## config.mk

```make
export PLATFORM = sky130hd
export DESIGN_NAME = id_ex_stage_reg_flat
export DESIGN_NICKNAME = d
export VERILOG_FILES = /design/src/rtl/id_ex_stage_reg_if.sv /design/src/rtl/id_ex_stage_reg.sv /design/src/flat_wrapper.sv
export SDC_FILE = /design/constraint.sdc
export NUM_CORES = 1
export LEC_CHECK = 0
export BUFFER_PORTS_ARGS = -buffer_cell sky130_fd_sc_hd__buf_4
export CORE_AREA = 2 2 142 144
export CTS_BUF_LIST = sky130_fd_sc_hd__clkbuf_8 sky130_fd_sc_hd__clkbuf_16
export DETAILED_ROUTE_END_ITERATION = 8
export DIE_AREA = 0 0 144 146
export PLACE_DENSITY_LB_ADDON = 0.08
export SLEW_MARGIN = 20
export SYNTH_ARGS = -nofsm -noshare
export SYNTH_HDL_FRONTEND = slang
export SYNTH_SLANG_ARGS = --single-unit
```

## constraint.sdc

```tcl
create_clock -name clk -period 2 [get_ports clk]
set_clock_uncertainty 0.1 [all_clocks]
set_input_delay 0.4 -clock clk [delete_from_list [all_inputs] [get_ports clk]]
set_output_delay 0.4 -clock clk [all_outputs]
set_load 0.05 [all_outputs]
```

## src/rtl/id_ex_stage_reg_if.sv

```systemverilog
// ID->EX boundary bundle: decode controls, operands and hazard strobes in, registered EX entry out.
interface id_ex_stage_reg_if #(
  parameter int DATA_W = 32,
  parameter int PC_W   = 32
);
  logic              id_valid;
  logic              stall;
  logic              bubble;
  logic              flush;
  logic              ALUSrc;
  logic              MemtoReg;
  logic              RegWrite;
  logic              MemRead;
  logic              MemWrite;
  logic              JalrSel;
  logic              jal_signal;
  logic              Branch;
  logic [1:0]        UIOp;
  logic [1:0]        ALUOp;
  logic [PC_W-1:0]   id_pc;
  logic [DATA_W-1:0] id_rd1;
  logic [DATA_W-1:0] id_rd2;
  logic [DATA_W-1:0] id_imm;
  logic [4:0]        id_rs1;
  logic [4:0]        id_rs2;
  logic [4:0]        id_rd;
  logic [2:0]        id_funct3;
  logic [6:0]        id_funct7;

  logic              ex_valid;
  logic              ex_ALUSrc;
  logic              ex_MemtoReg;
  logic              ex_RegWrite;
  logic              ex_MemRead;
  logic              ex_MemWrite;
  logic              ex_JalrSel;
  logic              ex_jal_signal;
  logic              ex_Branch;
  logic [1:0]        ex_UIOp;
  logic [1:0]        ex_ALUOp;
  logic [PC_W-1:0]   ex_pc;
  logic [DATA_W-1:0] ex_rd1;
  logic [DATA_W-1:0] ex_rd2;
  logic [DATA_W-1:0] ex_imm;
  logic [4:0]        ex_rs1;
  logic [4:0]        ex_rs2;
  logic [4:0]        ex_rd;
  logic [2:0]        ex_funct3;
  logic [6:0]        ex_funct7;

  modport master (
    output id_valid, stall, bubble, flush,
    output ALUSrc, MemtoReg, RegWrite, MemRead, MemWrite, JalrSel, jal_signal, Branch, UIOp, ALUOp,
    output id_pc, id_rd1, id_rd2, id_imm, id_rs1, id_rs2, id_rd, id_funct3, id_funct7,
    input  ex_valid, ex_ALUSrc, ex_MemtoReg, ex_RegWrite, ex_MemRead, ex_MemWrite,
    input  ex_JalrSel, ex_jal_signal, ex_Branch, ex_UIOp, ex_ALUOp,
    input  ex_pc, ex_rd1, ex_rd2, ex_imm, ex_rs1, ex_rs2, ex_rd, ex_funct3, ex_funct7
  );

  modport slave (
    input  id_valid, stall, bubble, flush,
    input  ALUSrc, MemtoReg, RegWrite, MemRead, MemWrite, JalrSel, jal_signal, Branch, UIOp, ALUOp,
    input  id_pc, id_rd1, id_rd2, id_imm, id_rs1, id_rs2, id_rd, id_funct3, id_funct7,
    output ex_valid, ex_ALUSrc, ex_MemtoReg, ex_RegWrite, ex_MemRead, ex_MemWrite,
    output ex_JalrSel, ex_jal_signal, ex_Branch, ex_UIOp, ex_ALUOp,
    output ex_pc, ex_rd1, ex_rd2, ex_imm, ex_rs1, ex_rs2, ex_rd, ex_funct3, ex_funct7
  );
endinterface

```

## src/rtl/id_ex_stage_reg.sv

```systemverilog
// ID/EX pipeline register with stall/bubble/flush and saturating squash counters; 1-cycle latency.
// Stall holds the whole stage (counters too); flush beats stall, stall beats bubble.
module id_ex_stage_reg #(
  parameter int DATA_W = 32,
  parameter int PC_W   = 32,
  parameter int CNT_W  = 16
) (
  input  logic             clk,
  input  logic             reset,
  id_ex_stage_reg_if.slave bus,
  output logic [CNT_W-1:0] bubble_cnt,
  output logic [CNT_W-1:0] flush_cnt
);

  typedef struct packed {
    logic       alu_src;
    logic       memto_reg;
    logic       reg_write;
    logic       mem_read;
    logic       mem_write;
    logic       jalr_sel;
    logic       jal;
    logic       branch;
    logic [1:0] ui_op;
    logic [1:0] alu_op;
  } ctrl_t;

  typedef struct packed {
    logic [PC_W-1:0]   pc;
    logic [DATA_W-1:0] rd1;
    logic [DATA_W-1:0] rd2;
    logic [DATA_W-1:0] imm;
    logic [4:0]        rs1;
    logic [4:0]        rs2;
    logic [4:0]        rd;
    logic [2:0]        funct3;
    logic [6:0]        funct7;
  } data_t;

  ctrl_t id_ctrl;
  ctrl_t ctrl_q;
  data_t id_data;
  data_t data_q;
  logic  valid_q;
  logic  flush_evt;
  logic  bubble_evt;

  // Controls of a non-valid ID slot are zeroed here so nothing from it can ever reach EX.
  always_comb begin
    id_ctrl = '0;
    if (bus.id_valid) begin
      id_ctrl.alu_src   = bus.ALUSrc;
      id_ctrl.memto_reg = bus.MemtoReg;
      id_ctrl.reg_write = bus.RegWrite;
      id_ctrl.mem_read  = bus.MemRead;
      id_ctrl.mem_write = bus.MemWrite;
      id_ctrl.jalr_sel  = bus.JalrSel;
      id_ctrl.jal       = bus.jal_signal;
      id_ctrl.branch    = bus.Branch;
      id_ctrl.ui_op     = bus.UIOp;
      id_ctrl.alu_op    = bus.ALUOp;
    end
  end

  always_comb begin
    id_data        = '0;
    id_data.pc     = bus.id_pc;
    id_data.rd1    = bus.id_rd1;
    id_data.rd2    = bus.id_rd2;
    id_data.imm    = bus.id_imm;
    id_data.rs1    = bus.id_rs1;
    id_data.rs2    = bus.id_rs2;
    id_data.rd     = bus.id_rd;
    id_data.funct3 = bus.id_funct3;
    id_data.funct7 = bus.id_funct7;
  end

  // A bubble only counts when it actually lands; flush or stall swallow it.
  assign flush_evt  = bus.flush;
  assign bubble_evt = !bus.flush && !bus.stall && bus.bubble;

  always_ff @(posedge clk) begin
    if (!reset) begin
      valid_q <= 1'b0;
      ctrl_q  <= '0;
      data_q  <= '0;
    end else if (flush_evt || bubble_evt) begin
      valid_q <= 1'b0;
      ctrl_q  <= '0;
      data_q  <= '0;
    end else if (!bus.stall) begin
      valid_q <= bus.id_valid;
      ctrl_q  <= id_ctrl;
      data_q  <= id_data;
    end
  end

  always_ff @(posedge clk) begin
    if (!reset) begin
      bubble_cnt <= '0;
      flush_cnt  <= '0;
    end else begin
      if (flush_evt && !(&flush_cnt)) begin
        flush_cnt <= flush_cnt + CNT_W'(1);
      end
      if (bubble_evt && !(&bubble_cnt)) begin
        bubble_cnt <= bubble_cnt + CNT_W'(1);
      end
    end
  end

  assign bus.ex_valid      = valid_q;
  assign bus.ex_ALUSrc     = ctrl_q.alu_src;
  assign bus.ex_MemtoReg   = ctrl_q.memto_reg;
  assign bus.ex_RegWrite   = ctrl_q.reg_write;
  assign bus.ex_MemRead    = ctrl_q.mem_read;
  assign bus.ex_MemWrite   = ctrl_q.mem_write;
  assign bus.ex_JalrSel    = ctrl_q.jalr_sel;
  assign bus.ex_jal_signal = ctrl_q.jal;
  assign bus.ex_Branch     = ctrl_q.branch;
  assign bus.ex_UIOp       = ctrl_q.ui_op;
  assign bus.ex_ALUOp      = ctrl_q.alu_op;
  assign bus.ex_pc         = data_q.pc;
  assign bus.ex_rd1        = data_q.rd1;
  assign bus.ex_rd2        = data_q.rd2;
  assign bus.ex_imm        = data_q.imm;
  assign bus.ex_rs1        = data_q.rs1;
  assign bus.ex_rs2        = data_q.rs2;
  assign bus.ex_rd         = data_q.rd;
  assign bus.ex_funct3     = data_q.funct3;
  assign bus.ex_funct7     = data_q.funct7;

  a_nop_no_side_effect : assert property (@(posedge clk) disable iff (!reset)
    !valid_q |-> !(ctrl_q.reg_write || ctrl_q.mem_read || ctrl_q.mem_write ||
                   ctrl_q.branch || ctrl_q.jalr_sel || ctrl_q.jal));

endmodule

```

## src/flat_wrapper.sv

```systemverilog
// flat-port wrapper written by rule: the top's interface ports become plain ports
module id_ex_stage_reg_flat 
#(
  parameter int DATA_W = 32,
  parameter int PC_W   = 32,
  parameter int CNT_W  = 16
)
  (clk, reset, bubble_cnt, flush_cnt, bus_id_valid, bus_stall, bus_bubble, bus_flush, bus_ALUSrc, bus_MemtoReg, bus_RegWrite, bus_MemRead, bus_MemWrite, bus_JalrSel, bus_jal_signal, bus_Branch, bus_UIOp, bus_ALUOp, bus_id_pc, bus_id_rd1, bus_id_rd2, bus_id_imm, bus_id_rs1, bus_id_rs2, bus_id_rd, bus_id_funct3, bus_id_funct7, bus_ex_valid, bus_ex_ALUSrc, bus_ex_MemtoReg, bus_ex_RegWrite, bus_ex_MemRead, bus_ex_MemWrite, bus_ex_JalrSel, bus_ex_jal_signal, bus_ex_Branch, bus_ex_UIOp, bus_ex_ALUOp, bus_ex_pc, bus_ex_rd1, bus_ex_rd2, bus_ex_imm, bus_ex_rs1, bus_ex_rs2, bus_ex_rd, bus_ex_funct3, bus_ex_funct7);
  id_ex_stage_reg_if #(.DATA_W(DATA_W), .PC_W(PC_W)) bus_i ();
  input  logic clk;
  input  logic reset;
  output logic [CNT_W-1:0] bubble_cnt;
  output logic [CNT_W-1:0] flush_cnt;
  input wire logic [$bits(bus_i.id_valid)-1:0] bus_id_valid;
  input wire logic [$bits(bus_i.stall)-1:0] bus_stall;
  input wire logic [$bits(bus_i.bubble)-1:0] bus_bubble;
  input wire logic [$bits(bus_i.flush)-1:0] bus_flush;
  input wire logic [$bits(bus_i.ALUSrc)-1:0] bus_ALUSrc;
  input wire logic [$bits(bus_i.MemtoReg)-1:0] bus_MemtoReg;
  input wire logic [$bits(bus_i.RegWrite)-1:0] bus_RegWrite;
  input wire logic [$bits(bus_i.MemRead)-1:0] bus_MemRead;
  input wire logic [$bits(bus_i.MemWrite)-1:0] bus_MemWrite;
  input wire logic [$bits(bus_i.JalrSel)-1:0] bus_JalrSel;
  input wire logic [$bits(bus_i.jal_signal)-1:0] bus_jal_signal;
  input wire logic [$bits(bus_i.Branch)-1:0] bus_Branch;
  input wire logic [$bits(bus_i.UIOp)-1:0] bus_UIOp;
  input wire logic [$bits(bus_i.ALUOp)-1:0] bus_ALUOp;
  input wire logic [$bits(bus_i.id_pc)-1:0] bus_id_pc;
  input wire logic [$bits(bus_i.id_rd1)-1:0] bus_id_rd1;
  input wire logic [$bits(bus_i.id_rd2)-1:0] bus_id_rd2;
  input wire logic [$bits(bus_i.id_imm)-1:0] bus_id_imm;
  input wire logic [$bits(bus_i.id_rs1)-1:0] bus_id_rs1;
  input wire logic [$bits(bus_i.id_rs2)-1:0] bus_id_rs2;
  input wire logic [$bits(bus_i.id_rd)-1:0] bus_id_rd;
  input wire logic [$bits(bus_i.id_funct3)-1:0] bus_id_funct3;
  input wire logic [$bits(bus_i.id_funct7)-1:0] bus_id_funct7;
  output wire logic [$bits(bus_i.ex_valid)-1:0] bus_ex_valid;
  output wire logic [$bits(bus_i.ex_ALUSrc)-1:0] bus_ex_ALUSrc;
  output wire logic [$bits(bus_i.ex_MemtoReg)-1:0] bus_ex_MemtoReg;
  output wire logic [$bits(bus_i.ex_RegWrite)-1:0] bus_ex_RegWrite;
  output wire logic [$bits(bus_i.ex_MemRead)-1:0] bus_ex_MemRead;
  output wire logic [$bits(bus_i.ex_MemWrite)-1:0] bus_ex_MemWrite;
  output wire logic [$bits(bus_i.ex_JalrSel)-1:0] bus_ex_JalrSel;
  output wire logic [$bits(bus_i.ex_jal_signal)-1:0] bus_ex_jal_signal;
  output wire logic [$bits(bus_i.ex_Branch)-1:0] bus_ex_Branch;
  output wire logic [$bits(bus_i.ex_UIOp)-1:0] bus_ex_UIOp;
  output wire logic [$bits(bus_i.ex_ALUOp)-1:0] bus_ex_ALUOp;
  output wire logic [$bits(bus_i.ex_pc)-1:0] bus_ex_pc;
  output wire logic [$bits(bus_i.ex_rd1)-1:0] bus_ex_rd1;
  output wire logic [$bits(bus_i.ex_rd2)-1:0] bus_ex_rd2;
  output wire logic [$bits(bus_i.ex_imm)-1:0] bus_ex_imm;
  output wire logic [$bits(bus_i.ex_rs1)-1:0] bus_ex_rs1;
  output wire logic [$bits(bus_i.ex_rs2)-1:0] bus_ex_rs2;
  output wire logic [$bits(bus_i.ex_rd)-1:0] bus_ex_rd;
  output wire logic [$bits(bus_i.ex_funct3)-1:0] bus_ex_funct3;
  output wire logic [$bits(bus_i.ex_funct7)-1:0] bus_ex_funct7;
  assign bus_i.id_valid = bus_id_valid;
  assign bus_i.stall = bus_stall;
  assign bus_i.bubble = bus_bubble;
  assign bus_i.flush = bus_flush;
  assign bus_i.ALUSrc = bus_ALUSrc;
  assign bus_i.MemtoReg = bus_MemtoReg;
  assign bus_i.RegWrite = bus_RegWrite;
  assign bus_i.MemRead = bus_MemRead;
  assign bus_i.MemWrite = bus_MemWrite;
  assign bus_i.JalrSel = bus_JalrSel;
  assign bus_i.jal_signal = bus_jal_signal;
  assign bus_i.Branch = bus_Branch;
  assign bus_i.UIOp = bus_UIOp;
  assign bus_i.ALUOp = bus_ALUOp;
  assign bus_i.id_pc = bus_id_pc;
  assign bus_i.id_rd1 = bus_id_rd1;
  assign bus_i.id_rd2 = bus_id_rd2;
  assign bus_i.id_imm = bus_id_imm;
  assign bus_i.id_rs1 = bus_id_rs1;
  assign bus_i.id_rs2 = bus_id_rs2;
  assign bus_i.id_rd = bus_id_rd;
  assign bus_i.id_funct3 = bus_id_funct3;
  assign bus_i.id_funct7 = bus_id_funct7;
  assign bus_ex_valid = bus_i.ex_valid;
  assign bus_ex_ALUSrc = bus_i.ex_ALUSrc;
  assign bus_ex_MemtoReg = bus_i.ex_MemtoReg;
  assign bus_ex_RegWrite = bus_i.ex_RegWrite;
  assign bus_ex_MemRead = bus_i.ex_MemRead;
  assign bus_ex_MemWrite = bus_i.ex_MemWrite;
  assign bus_ex_JalrSel = bus_i.ex_JalrSel;
  assign bus_ex_jal_signal = bus_i.ex_jal_signal;
  assign bus_ex_Branch = bus_i.ex_Branch;
  assign bus_ex_UIOp = bus_i.ex_UIOp;
  assign bus_ex_ALUOp = bus_i.ex_ALUOp;
  assign bus_ex_pc = bus_i.ex_pc;
  assign bus_ex_rd1 = bus_i.ex_rd1;
  assign bus_ex_rd2 = bus_i.ex_rd2;
  assign bus_ex_imm = bus_i.ex_imm;
  assign bus_ex_rs1 = bus_i.ex_rs1;
  assign bus_ex_rs2 = bus_i.ex_rs2;
  assign bus_ex_rd = bus_i.ex_rd;
  assign bus_ex_funct3 = bus_i.ex_funct3;
  assign bus_ex_funct7 = bus_i.ex_funct7;
  id_ex_stage_reg #(.DATA_W(DATA_W), .PC_W(PC_W), .CNT_W(CNT_W)) u_core (.clk(clk), .reset(reset), .bus(bus_i), .bubble_cnt(bubble_cnt), .flush_cnt(flush_cnt));
endmodule
```

==> results.txt <==
Fin area: 11200 sq um
# fillers: 1758
Placer Congestion: 0.787
Post-CTS sizing: 0
Hold crit path type: input pin to register
Max Cap Viol: 0
DRC: 0
Synthesized instance count: 731
CTS Hold Bufs: 0
Remaining global-route overflow: 0
RSZ-0062 raised after global routing: false
Top FF cell, synth: dfxtp_1
Syn Nets: 904
Setup Crit Path Kind: register to register
Count leader, synth: dfxtp_1
Nets: 1272
Placed instance area: 10600 sq um
Top cell type's share of synthesized area: 53.4%
Fin. max-slew vios: 0
Arr. time, crit path: 2150 ps
Worst-skew pair later-pin latency: 430 ps
TritonCTS Sinks: 198
Wire per inst: 16.0 um
CTS tree: built
Total GRT Usage: 20.3%
Final Critical Period: 1900 ps
DR top layer: met4
1st-pass router iterations: 5
Worst-path clk slew: 80 ps
Post-synthesis sequential area ratio: 53.4%
Area of the multi-input gates: 3270 sq um
Antenna cells: 0
Synthesized area: 7430 sq um
Setup violations, final: 0
Die X: 144 um
Synth cell count leaders: 198 x dfxtp_1, 172 x nor2_1, 165 x mux2i_1
CP Launch Type: register
Area grow syn2layout: 50.4%
Register area: 3980 sq um
Initial antenna violation count: 0
Met2 wire length: 11100 um
Leak: 5.27 nW
Ys async rst share: 0%
Critical Path End Type: register
Via density: 4.67
Fmax: 0.526 GHz
Deepest clock path buffer count: 2
Final Hold Viols: 0
Vias: 6423
First-pass GRT wire length: 33300 um
Synthesis-stage register bit count: 198
Die ar.: 21000 sq um
Pwr per Cell Area: 766 nW/um^2
Headroom to the max-slew limit: 50.5%
IO Pins: 369
H-Tree Depth: 4
IO buf count: 368
Critical path peak fanout: 9
Routed WL: 22100 um
Largest net degree at the start of global routing: 102
Iteration-0 DRC Markers: 316
Top cells by area, synth: dfxtp_1 53%, mux2i_1 22%, nor2_1 8.7%
Chip Height: 146 um
Post-CTS setup buffer count: 0
Core ar.: 19300 sq um
Wire length on met3: 1630 um
Total CTS buffers: 17
Starting Density: 38.4%
WL met1: 9010 um
Yosys top cell by area: dfxtp_1
Layout cells sized above 1: 40.1%
Fin Hold WS: 98.8 ps
Synthesized area per cell: 10.2 sq um
Ys Warns: 0
Worst VDD drop: 587 uV
Clock Root Buffer: clkbuf_16
Vias in the first global route: 6069
Synth unique cells: 46
Tot Pwr: 8.55 mW
Status: completed
Critical Path RT: 2250 ps
Post-DRT Antenna Nets: 0
Worst Tran Pin Value: 743 ps
Util after Layout: 57.8%
Cell row count: 51
Final Cycle Share: 95.0%
Hpwl dp: 16300 um
Number of enable flip-flop cells after synthesis: 0
==> cell usage in the layout, fill, tap and decap left out, types with 2 or more instances in the layout <==
master,netlist,layout
nand2_1,27,27
and4_1,3,3
nor3_1,2,2
clkinvlp_4,0,6
nor4_2,2,2
ha_1,2,2
buf_4,0,386
or4_1,6,6
dfxtp_2,0,14
o21ai_0,8,8
o41ai_1,5,5
or3_1,4,4
dfxtp_1,198,184
inv_1,4,5
clkbuf_8,0,2
nor2_1,172,172
nand3_4,1,2
mux2i_1,165,165
a21oi_1,12,12
a22oi_1,12,12
nand4_1,7,7
nor4_1,6,6
o311ai_0,2,2
or2_0,2,2
nand2b_1,10,10
inv_6,0,3
buf_12,0,6
o31ai_1,5,5
clkbuf_16,0,17
a31oi_1,3,3
nand3_1,12,11
==> kinds of logic (layout without fill, tap and decap cells) <==
family                     Yosys count  in the layout  synth area share [%]
AOI/OAI and AO/OA                   55             55                  5.14
adders and majority gates            2              2                 0.337
buffers and inverters               48            428                  2.75
DFF                                198            198                  53.4
muxes                              165            165                  22.2
and+or+nand+nor                    263            263                  16.2
==> per-layer routing <==
| metal | up-vias | global-route usage, % |
|---|---|---|
| li1 | 3275 | - |
| met1 | 2913 | 23.6 |
| met2 | 211 | 35.7 |
| met3 | 24 | 6.25 |
| met4 | 0 | 5.49 |
| met5 | - | 0 |
==> through the flow <==
| stage | setup WS [ps] | std cells | setup TNS, ps |
|---|---|---|---|
| finish | 99.6 | 1376 | 0 |
| global route | 0.453 | 1376 | 0 |
| CTS | 119 | 1376 | 0 |
| detailed placement | 135 | 1345 | 0 |
| global placement | 152 | 1345 | 0 |
| floorplan | -1.54 | 731 | -3.08 |
==> state kept, by name, indices dropped and copies added (netlist names), 5 cells and up <==
signal                count
u_core.bus.ex_imm        32
u_core.bus.ex_pc         32
u_core.bus.ex_rd1        32
u_core.bus.ex_rd2        32
u_core.bubble_cnt        16
u_core.flush_cnt         16
u_core.bus.ex_funct7      7
u_core.bus.ex_rd          5
u_core.bus.ex_rs1         5
u_core.bus.ex_rs2         5
==> path summary, 6_finish.rpt <==
kind / slack [ps] / from / cells after the start / endpoint
worst max register to register: 100 / u_core.flush_cnt[0]$_SDFFE_PN0P_ / 5 / u_core.flush_cnt[6]$_SDFFE_PN0P_
worst max-delay path: 100 / u_core.flush_cnt[0]$_SDFFE_PN0P_ / 5 / u_core.flush_cnt[6]$_SDFFE_PN0P_
worst min register to register: 390 / u_core.flush_cnt[10]$_SDFFE_PN0P_ / 2 / u_core.flush_cnt[10]$_SDFFE_PN0P_
worst min-delay path: 100 / bus_id_rd1[9] / 3 / u_core.bus.ex_rd1[9]$_SDFFE_PP0N_
==> area by class of cell <==
| cell class | instances | area share (%) |
|---|---|---|
| clock inverters | 13 | 0.896 |
| flip-flops and latches | 198 | 35.6 |
| well taps | 265 | 2.97 |
| repair buffers | 393 | 27.1 |
| inverters | 4 | 0.134 |
| clock buffers | 18 | 3.93 |
| multi-input cells | 485 | 29.3 |
==> critical path: stages (launching register included) <==
cell	delay, ps
dfxtp_2	370
ha_1	190
and4_1	240
nand3_1	260
or3_2	520
a21oi_1	150
==> where the power goes <==
part           switching [mW]  internal (mW)  total (mW)
sequential             0.0575           4.05        4.11
clock                    1.55           1.63        3.18
combinational           0.725          0.541        1.27
total                    2.33           6.22        8.55
No activity file was read; power rests on OpenSTA's default activity.
